--- src/rtl/op_decode_pkg.sv ---
// Shared definitions for the decode/issue stage.
//   opcode_e     : RV32I major opcodes handled by the integer ALU path
//   f3_op_int_e  : funct3 encodings of the integer register/immediate ops
//   F7_ALT       : funct7 value selecting SUB / SRA
package op_decode_pkg;

   localparam int XLEN  = 32;
   localparam int NREGS = 32;

   typedef enum logic [6:0] {
      OP     = 7'b0110011,
      OP_IMM = 7'b0010011,
      LUI    = 7'b0110111,
      AUIPC  = 7'b0010111
   } opcode_e;

   typedef enum logic [2:0] {
      F3_ADD  = 3'b000,
      F3_SL   = 3'b001,
      F3_SLT  = 3'b010,
      F3_SLTU = 3'b011,
      F3_XOR  = 3'b100,
      F3_SR   = 3'b101,
      F3_OR   = 3'b110,
      F3_AND  = 3'b111
   } f3_op_int_e;

   localparam logic [6:0] F7_ALT = 7'b0100000;

endpackage

--- src/rtl/op_decode_regfile.sv ---
// 32 x 32 integer register file, x0 hardwired to zero.
//   clk, rst_n      : clock, async active-low reset (clears every register)
//   we, wa, wd      : write port, ignored when wa == 0
//   ra1/rd1, ra2/rd2: combinational read ports; a same-cycle write to the
//                     addressed register is forwarded to the read data
module op_decode_regfile
   import op_decode_pkg::*;
(
   input  logic            clk,
   input  logic            rst_n,
   input  logic            we,
   input  logic [4:0]      wa,
   input  logic [XLEN-1:0] wd,
   input  logic [4:0]      ra1,
   output logic [XLEN-1:0] rd1,
   input  logic [4:0]      ra2,
   output logic [XLEN-1:0] rd2
);

   logic [NREGS-1:0][XLEN-1:0] regs_q, regs_d;

   always_comb begin
      regs_d = regs_q;
      if (we && (wa != 5'd0)) regs_d[wa] = wd;
   end

   always_ff @(posedge clk or negedge rst_n) begin
      if (!rst_n) regs_q <= '0;
      else        regs_q <= regs_d;
   end

   always_comb begin
      rd1 = '0;
      rd2 = '0;
      if (ra1 != 5'd0) rd1 = (we && (wa == ra1)) ? wd : regs_q[ra1];
      if (ra2 != 5'd0) rd2 = (we && (wa == ra2)) ? wd : regs_q[ra2];
   end

endmodule

--- src/rtl/op_decode.sv ---
// Decode/issue stage feeding the integer ALU.
//   if_valid/if_ready/if_inst/if_pc : instruction input handshake
//   ex_valid/ex_ready/ex_*          : registered operand bundle for the ALU
//   wb_we/wb_rd/wb_data             : writeback port (regfile + scoreboard clear)
//   illegal                         : one-cycle pulse after an unsupported opcode
//                                     is accepted and dropped
// Handshakes: a transfer happens on a rising edge where valid && ready are both
// high; a producer holds valid and its payload stable until that transfer, and
// ready may depend combinationally on the offered payload (hazard check).
module op_decode
   import op_decode_pkg::*;
(
   input  logic            clk,
   input  logic            rst_n,
   input  logic            if_valid,
   output logic            if_ready,
   input  logic [31:0]     if_inst,
   input  logic [31:0]     if_pc,
   output logic            ex_valid,
   input  logic            ex_ready,
   output logic            ex_op,
   output logic            ex_op_imm,
   output logic [2:0]      ex_funct3,
   output logic [6:0]      ex_funct7,
   output logic [31:0]     ex_a,
   output logic [31:0]     ex_b,
   output logic [4:0]      ex_rd,
   output logic            ex_we,
   input  logic            wb_we,
   input  logic [4:0]      wb_rd,
   input  logic [31:0]     wb_data,
   output logic            illegal
);

   logic [6:0]  opcode;
   logic [4:0]  rd, rs1, rs2;
   logic [2:0]  funct3;
   logic [6:0]  funct7;
   logic [31:0] rs1_data, rs2_data;

   assign opcode = if_inst[6:0];
   assign rd     = if_inst[11:7];
   assign funct3 = if_inst[14:12];
   assign rs1    = if_inst[19:15];
   assign rs2    = if_inst[24:20];
   assign funct7 = if_inst[31:25];

   op_decode_regfile u_regfile (
      .clk   (clk),
      .rst_n (rst_n),
      .we    (wb_we),
      .wa    (wb_rd),
      .wd    (wb_data),
      .ra1   (rs1),
      .rd1   (rs1_data),
      .ra2   (rs2),
      .rd2   (rs2_data)
   );

   // Decode
   logic        legal, uses_rs1, uses_rs2;
   logic        dec_op, dec_op_imm;
   logic [2:0]  dec_f3;
   logic [6:0]  dec_f7;
   logic [31:0] dec_a, dec_b;

   always_comb begin
      legal      = 1'b1;
      uses_rs1   = 1'b0;
      uses_rs2   = 1'b0;
      dec_op     = 1'b0;
      dec_op_imm = 1'b0;
      dec_f3     = F3_ADD;
      dec_f7     = 7'd0;
      dec_a      = '0;
      dec_b      = '0;
      case (opcode)
         OP: begin
            uses_rs1 = 1'b1;
            uses_rs2 = 1'b1;
            dec_op   = 1'b1;
            dec_f3   = funct3;
            dec_f7   = funct7;
            dec_a    = rs1_data;
            dec_b    = rs2_data;
         end
         OP_IMM: begin
            uses_rs1   = 1'b1;
            dec_op_imm = 1'b1;
            dec_f3     = funct3;
            // Only shifts carry funct7; forcing 0 elsewhere keeps ADDI with a
            // negative immediate from looking like SUB to the ALU.
            dec_f7     = ((funct3 == F3_SL) || (funct3 == F3_SR)) ? funct7 : 7'd0;
            dec_a      = rs1_data;
            dec_b      = {{20{if_inst[31]}}, if_inst[31:20]};
         end
         LUI: begin
            dec_op_imm = 1'b1;
            dec_b      = {if_inst[31:12], 12'd0};
         end
         AUIPC: begin
            dec_op_imm = 1'b1;
            dec_a      = if_pc;
            dec_b      = {if_inst[31:12], 12'd0};
         end
         default: legal = 1'b0;
      endcase
   end

   // Scoreboard and hazard
   logic [NREGS-1:0] busy_q, busy_d, clr_mask, set_mask, busy_eff;
   logic             hazard, accept, issue;

   always_comb begin
      clr_mask = '0;
      if (wb_we) clr_mask[wb_rd] = 1'b1;
   end

   // A writeback this cycle releases the register for the waiting instruction.
   assign busy_eff = busy_q & ~clr_mask;

   assign hazard = legal & ((uses_rs1 & busy_eff[rs1]) |
                            (uses_rs2 & busy_eff[rs2]) |
                            busy_eff[rd]);

   assign if_ready = (!ex_valid | ex_ready) & !hazard;
   assign accept   = if_valid & if_ready;
   assign issue    = accept & legal;

   always_comb begin
      set_mask = '0;
      if (issue) set_mask[rd] = 1'b1;
      // Set is applied after clear so a same-cycle set/clear leaves it busy.
      busy_d    = (busy_q & ~clr_mask) | set_mask;
      busy_d[0] = 1'b0;
   end

   // Output register
   logic        ex_valid_q, ex_valid_d, illegal_q, illegal_d;
   logic        ex_op_q, ex_op_d, ex_op_imm_q, ex_op_imm_d, ex_we_q, ex_we_d;
   logic [2:0]  ex_funct3_q, ex_funct3_d;
   logic [6:0]  ex_funct7_q, ex_funct7_d;
   logic [31:0] ex_a_q, ex_a_d, ex_b_q, ex_b_d;
   logic [4:0]  ex_rd_q, ex_rd_d;

   always_comb begin
      // accept implies the slot is free, so no pending bundle survives it
      ex_valid_d  = issue | (ex_valid_q & !ex_ready);
      illegal_d   = accept & !legal;
      ex_op_d     = ex_op_q;
      ex_op_imm_d = ex_op_imm_q;
      ex_funct3_d = ex_funct3_q;
      ex_funct7_d = ex_funct7_q;
      ex_a_d      = ex_a_q;
      ex_b_d      = ex_b_q;
      ex_rd_d     = ex_rd_q;
      ex_we_d     = ex_we_q;
      if (issue) begin
         ex_op_d     = dec_op;
         ex_op_imm_d = dec_op_imm;
         ex_funct3_d = dec_f3;
         ex_funct7_d = dec_f7;
         ex_a_d      = dec_a;
         ex_b_d      = dec_b;
         ex_rd_d     = rd;
         ex_we_d     = (rd != 5'd0);
      end
   end

   always_ff @(posedge clk or negedge rst_n) begin
      if (!rst_n) begin
         busy_q      <= '0;
         ex_valid_q  <= 1'b0;
         illegal_q   <= 1'b0;
         ex_op_q     <= 1'b0;
         ex_op_imm_q <= 1'b0;
         ex_funct3_q <= 3'd0;
         ex_funct7_q <= 7'd0;
         ex_a_q      <= '0;
         ex_b_q      <= '0;
         ex_rd_q     <= 5'd0;
         ex_we_q     <= 1'b0;
      end else begin
         busy_q      <= busy_d;
         ex_valid_q  <= ex_valid_d;
         illegal_q   <= illegal_d;
         ex_op_q     <= ex_op_d;
         ex_op_imm_q <= ex_op_imm_d;
         ex_funct3_q <= ex_funct3_d;
         ex_funct7_q <= ex_funct7_d;
         ex_a_q      <= ex_a_d;
         ex_b_q      <= ex_b_d;
         ex_rd_q     <= ex_rd_d;
         ex_we_q     <= ex_we_d;
      end
   end

   assign ex_valid  = ex_valid_q;
   assign illegal   = illegal_q;
   assign ex_op     = ex_op_q;
   assign ex_op_imm = ex_op_imm_q;
   assign ex_funct3 = ex_funct3_q;
   assign ex_funct7 = ex_funct7_q;
   assign ex_a      = ex_a_q;
   assign ex_b      = ex_b_q;
   assign ex_rd     = ex_rd_q;
   assign ex_we     = ex_we_q;

endmodule

--- config.mk ---
export PLATFORM = sky130hd
export DESIGN_NAME = op_decode
export DESIGN_NICKNAME = d
export VERILOG_FILES = /design/src/rtl/op_decode_pkg.sv /design/src/rtl/op_decode_regfile.sv /design/src/rtl/op_decode.sv
export SDC_FILE = /design/constraint.sdc
export NUM_CORES = 2
export LEC_CHECK = 0
export CAP_MARGIN = 10
export CORE_MARGIN = 2
export CORE_UTILIZATION = 45
export DETAILED_ROUTE_END_ITERATION = 8
export SYNTH_ARGS = -nofsm -noshare
export SYNTH_HDL_FRONTEND = slang
export SYNTH_SLANG_ARGS = --single-unit
--- constraint.sdc ---
create_clock -name clk -period 3.7 [get_ports clk]
set_input_delay 0.74 -clock clk [delete_from_list [all_inputs] [get_ports clk]]
set_output_delay 0.74 -clock clk [all_outputs]
set_load 0.005 [all_outputs]
==> impl_results.md <==
* Status: finished with violations
* Violations in the final reports: setup timing
* Cell type of the slowest stage on the worst timing path: sky130_fd_sc_hd__clkdlybuf4s50_1
* Root buf cell: sky130_fd_sc_hd__clkbuf_16
* Cell row count at about 140
* GRT overflow at 0
* Largest stage delay on the critical path at 0.50 ns
* Register-to-register setup slack at around 0.40 ns
* Pin count of the biggest net entering global routing at approximately 120
* Worst Tran Pin Value at 1.14 ns
* Overall via count from detail_route at 44,900
* Count of final hold-check violations at 0
* Total non-filler cell area in the finished layout at 73,300 um2
* Post-route ant nets at 0
* Number of cells traversed by the worst hold path at 2
* Total Die Area at 139,000 um2
* Final net count at 5,071
* Post-route minimum period at 3.79 ns
* Standard cell core area at between 100,000 and 150,000 um2
* Highest achievable clock rate at 0.264 GHz
* Count of cells along the worst register-to-register path at 10
* Most frequently used flop master after synthesis: sky130_fd_sc_hd__dfrtp_1
* Number of ports placed on the die boundary at 191
* Number of H-tree levels at 4
* Non-filler instance count after layout at 6,847
* Summed negative setup slack over all endpoints at -0.0913 ns
* Final Setup Violations at 1
* WP data required at 2.96 ns
* Max_slew headroom at 24.0%
* Slew Limit Fails at 0
* Filler cells at 11,400
* Number of placed instances with taps included at 6,571
* Worst Setup End Kind: primary output
* Startpoint type of the worst setup path: input port
* Crit path kind: in -> out
* Hold_ws at 0.366 ns
* Overall global routing resource usage at 32.3%
* Effective utilization at floorplan at 45.3%
* Startpoint of the worst register-to-register path: busy_q[6]
* Final worst path period share at 102%
* Async set-or-reset flop fraction in the synthesized netlist at 100%
* Crit-path max FO at 2
* Cell Area, Synth at 61,400 um2
* Unrepaired setup endpoints after global routing: true
* Sequential area share after synthesis at around 46%
* Detailed-route vias per instance at 6.55
* Number of enable flip-flop cells after synthesis at 0
* Number of synthesis warnings at 0
* Number of violations reported at the end of detailed-routing iteration 0 at 5,079
* Post-route clock skew at 0.0379 ns
* Cells after Synth at 4,651
* Routed len/inst at 33.1 um
* Least setup slack across all paths after layout at -0.0913 ns
* Maximum buffer depth of the clock tree at 3
* Post-Route Utilization at 54.1%
* Number of detailed-route iterations in the first pass at 6
* Placed instance area at 68,400 um2
* Sink Count at around 1,100
* Synthesized net count at 4,757
* Wire length of the first global-routing pass at 327,000 um
* Initial antenna violation count at 4
* Number of maximum-capacitance violations at 0
* Height of the die at between 300 and 400 um
* Start point of the worst hold path: if_inst[9]
* Critical R2R Capture: ex_rd[4]
* Worst path arrival time at 3.05 ns
* TritonCTS clock tree: built
* Chip width at 373 um
* Post-place setup slack at -1.08 ns
* Worst Hold Path EP: ex_rd[2]
* Count of unique library cells instantiated by Yosys at 77
* Largest voltage drop on the vdd net at 0.388 mV
* Insertion delay to the later sink of the worst-skew pair at 0.80 ns
* Area Growth Syn to Fin at 19.4%
* Leakage component of the power at between 30 and 40 nW
* Residual DRC count at 0
* Total power divided by cell area at 503 nW/um2
* Average footprint of a synthesized cell at 13.2 um2
* Total chip power at 36.8 mW
* Share of final-layout standard cells stronger than drive strength 1 at a little over two fifths
* Total wire length after detailed routing at 227,000 um
* Area of combinational cells with multiple inputs at approximately 31,000 um2
* Flip-flop and latch area at 28,500 um2
* Path type of the worst min-delay path: in -> reg
* Number of synthesized register bits at 1,139
* Series of cell instances along the critical path: clkdlybuf4s50_1 -> nand4bb_1 -> nor2_1 -> o311ai_0 -> a211o_1 -> a221o_1 -> nand4_4 -> o21ai_2 -> and4_1 -> buf_2
* Routability congestion estimate at 0.985
* Total half-perimeter wirelength after legalization and detailed placement at 136,000 um
* Clock input transition at the sequential cells of the worst setup and hold paths at around 0.06 ns
* Count of input and output buffers at 190
* CTS Buf Count at 132
* Via count of the first global-routing pass at ~45,000
per-layer routing:
metal  GRT usage, %  routed length [um]
met4           12.5                9240
met1           46.9               98700
met5              0                   7
met3           5.72               18100
met2           48.3              101000
worst max-delay path, delay by kind of cell:
kind	cells	cell delay, ns
compound gates	4	0.95
buf+inv	2	0.63
simple gates	4	0.72
power by group:
group | switching, mW | internal (mW) | total [mW] | leakage (nW)
combinational | 3.08 | 4.11 | 7.19 | 15.3
sequential | 1.57 | 14.6 | 16.2 | 14.7
clock | 5.49 | 7.95 | 13.4 | 2.16
total | 10.1 | 26.7 | 36.8 | 32.1
kinds of logic (layout without fill, tap and decap cells):
logic type                count (synthesis)  in the layout  synth area share (%)
muxes                                  1792           1792                  38.2
xor gates and xnor gates                 10             10                 0.143
AOI/OAI and AO/OA                       729            729                  8.41
other                                     0              1                     0
buffers and inverters                   529            943                  3.41
and+or+nand+nor                         452            452                  3.43
DFF                                    1139           1139                  46.4
cells in the final DEF (no fill, tap or decap), types with 21 or more instances in the layout:
cell type	n
sky130_fd_sc_hd__a22oi_1	130
sky130_fd_sc_hd__o21ai_0	160
sky130_fd_sc_hd__dfrtp_1	1139
sky130_fd_sc_hd__clkbuf_8	22
sky130_fd_sc_hd__o211ai_1	68
sky130_fd_sc_hd__buf_12	92
sky130_fd_sc_hd__clkdlybuf4s50_1	167
sky130_fd_sc_hd__buf_4	397
sky130_fd_sc_hd__mux2i_1	403
sky130_fd_sc_hd__clkbuf_1	34
sky130_fd_sc_hd__a221oi_1	155
sky130_fd_sc_hd__nand3_1	29
sky130_fd_sc_hd__mux4_2	333
sky130_fd_sc_hd__o22ai_1	21
sky130_fd_sc_hd__nand2_1	182
sky130_fd_sc_hd__mux2_2	1048
sky130_fd_sc_hd__nor2_1	98
sky130_fd_sc_hd__a21oi_1	58
sky130_fd_sc_hd__clkbuf_16	136
flip-flops by register name, summed over array words and instances, names as in the netlist:
signal,count
ex_op_imm,1
ex_rd,5
ex_a,32
u_regfile.regs_q,1024
ex_funct3,3
ex_b,32
ex_op,1
ex_funct7,7
illegal,1
ex_we,1
busy_q,31
ex_valid,1
worst max-delay path by stage:
stage	startpoint	to	slack, ns	cells past startpoint
5_1_grt	busy_q[4]	if_ready	-0.12	8
3_3_place_gp	wb_rd[4]	if_ready	-1.10	13
4_1_cts	busy_q[6]	if_ready	-0.10	8
2_1_floorplan	if_inst[15]	ex_a[29]	0.15	11
6_report	if_inst[4]	if_ready	-0.09	10
3_5_place_dp	wb_rd[4]	if_ready	-1.08	13
timing repair:
action,4_1_cts,5_1_grt
setup endpoints to repair,6,2
buffers inserted,32,6
pin swaps,16,9
gates cloned,2,0
hold endpoints to repair,8,0
hold buffers,1,0
resized for setup,89,27
cell usage after synthesis (all sizes together) (3+ instances only):
master,n,area (um2)
a2111oi,6,58.8
a211o,5,43.8
a211oi,8,65.1
a21boi,4,30.0
a21oi,59,295
a221oi,156,1370
a22o,5,43.8
a22oi,130,976
a311oi,6,52.6
a31oi,6,37.5
a32o,5,50.1
a32oi,6,52.6
and2,5,31.3
and3,5,31.3
and4bb,3,37.5
buf,148,666
clkbuf,359,1350
dfrtp,1139,28500
inv,21,78.8
mux2,1056,11900
mux2i,403,4030
mux4,333,7500
nand2,196,736
nand2b,17,106
nand3,30,150
nand3b,3,22.5
nand4,10,68.8
nand4b,4,65.1
nand4bb,4,45.0
nor2,119,449
nor2b,11,68.8
nor3,22,110
nor4,4,40.0
o2111ai,19,166
o211ai,68,510
o21ai,189,946
o221ai,3,26.3
o22ai,21,131
o31ai,16,150
or2,7,43.8
xor2,8,70.1
final cells by class:
cell class                      instances  area share [%]
Tap cell                             1781            3.04
Antenna cell                            1         0.00341
Clock buffer                          191            5.21
Multi-Input combinational cell       2983            42.7
Inverter                               22           0.120
Sequential cell                      1139            38.9
Timing Repair Buffer                  687            9.25
Clock inverter                         43           0.779
Note: power is estimated with default switching activity, not from simulation.
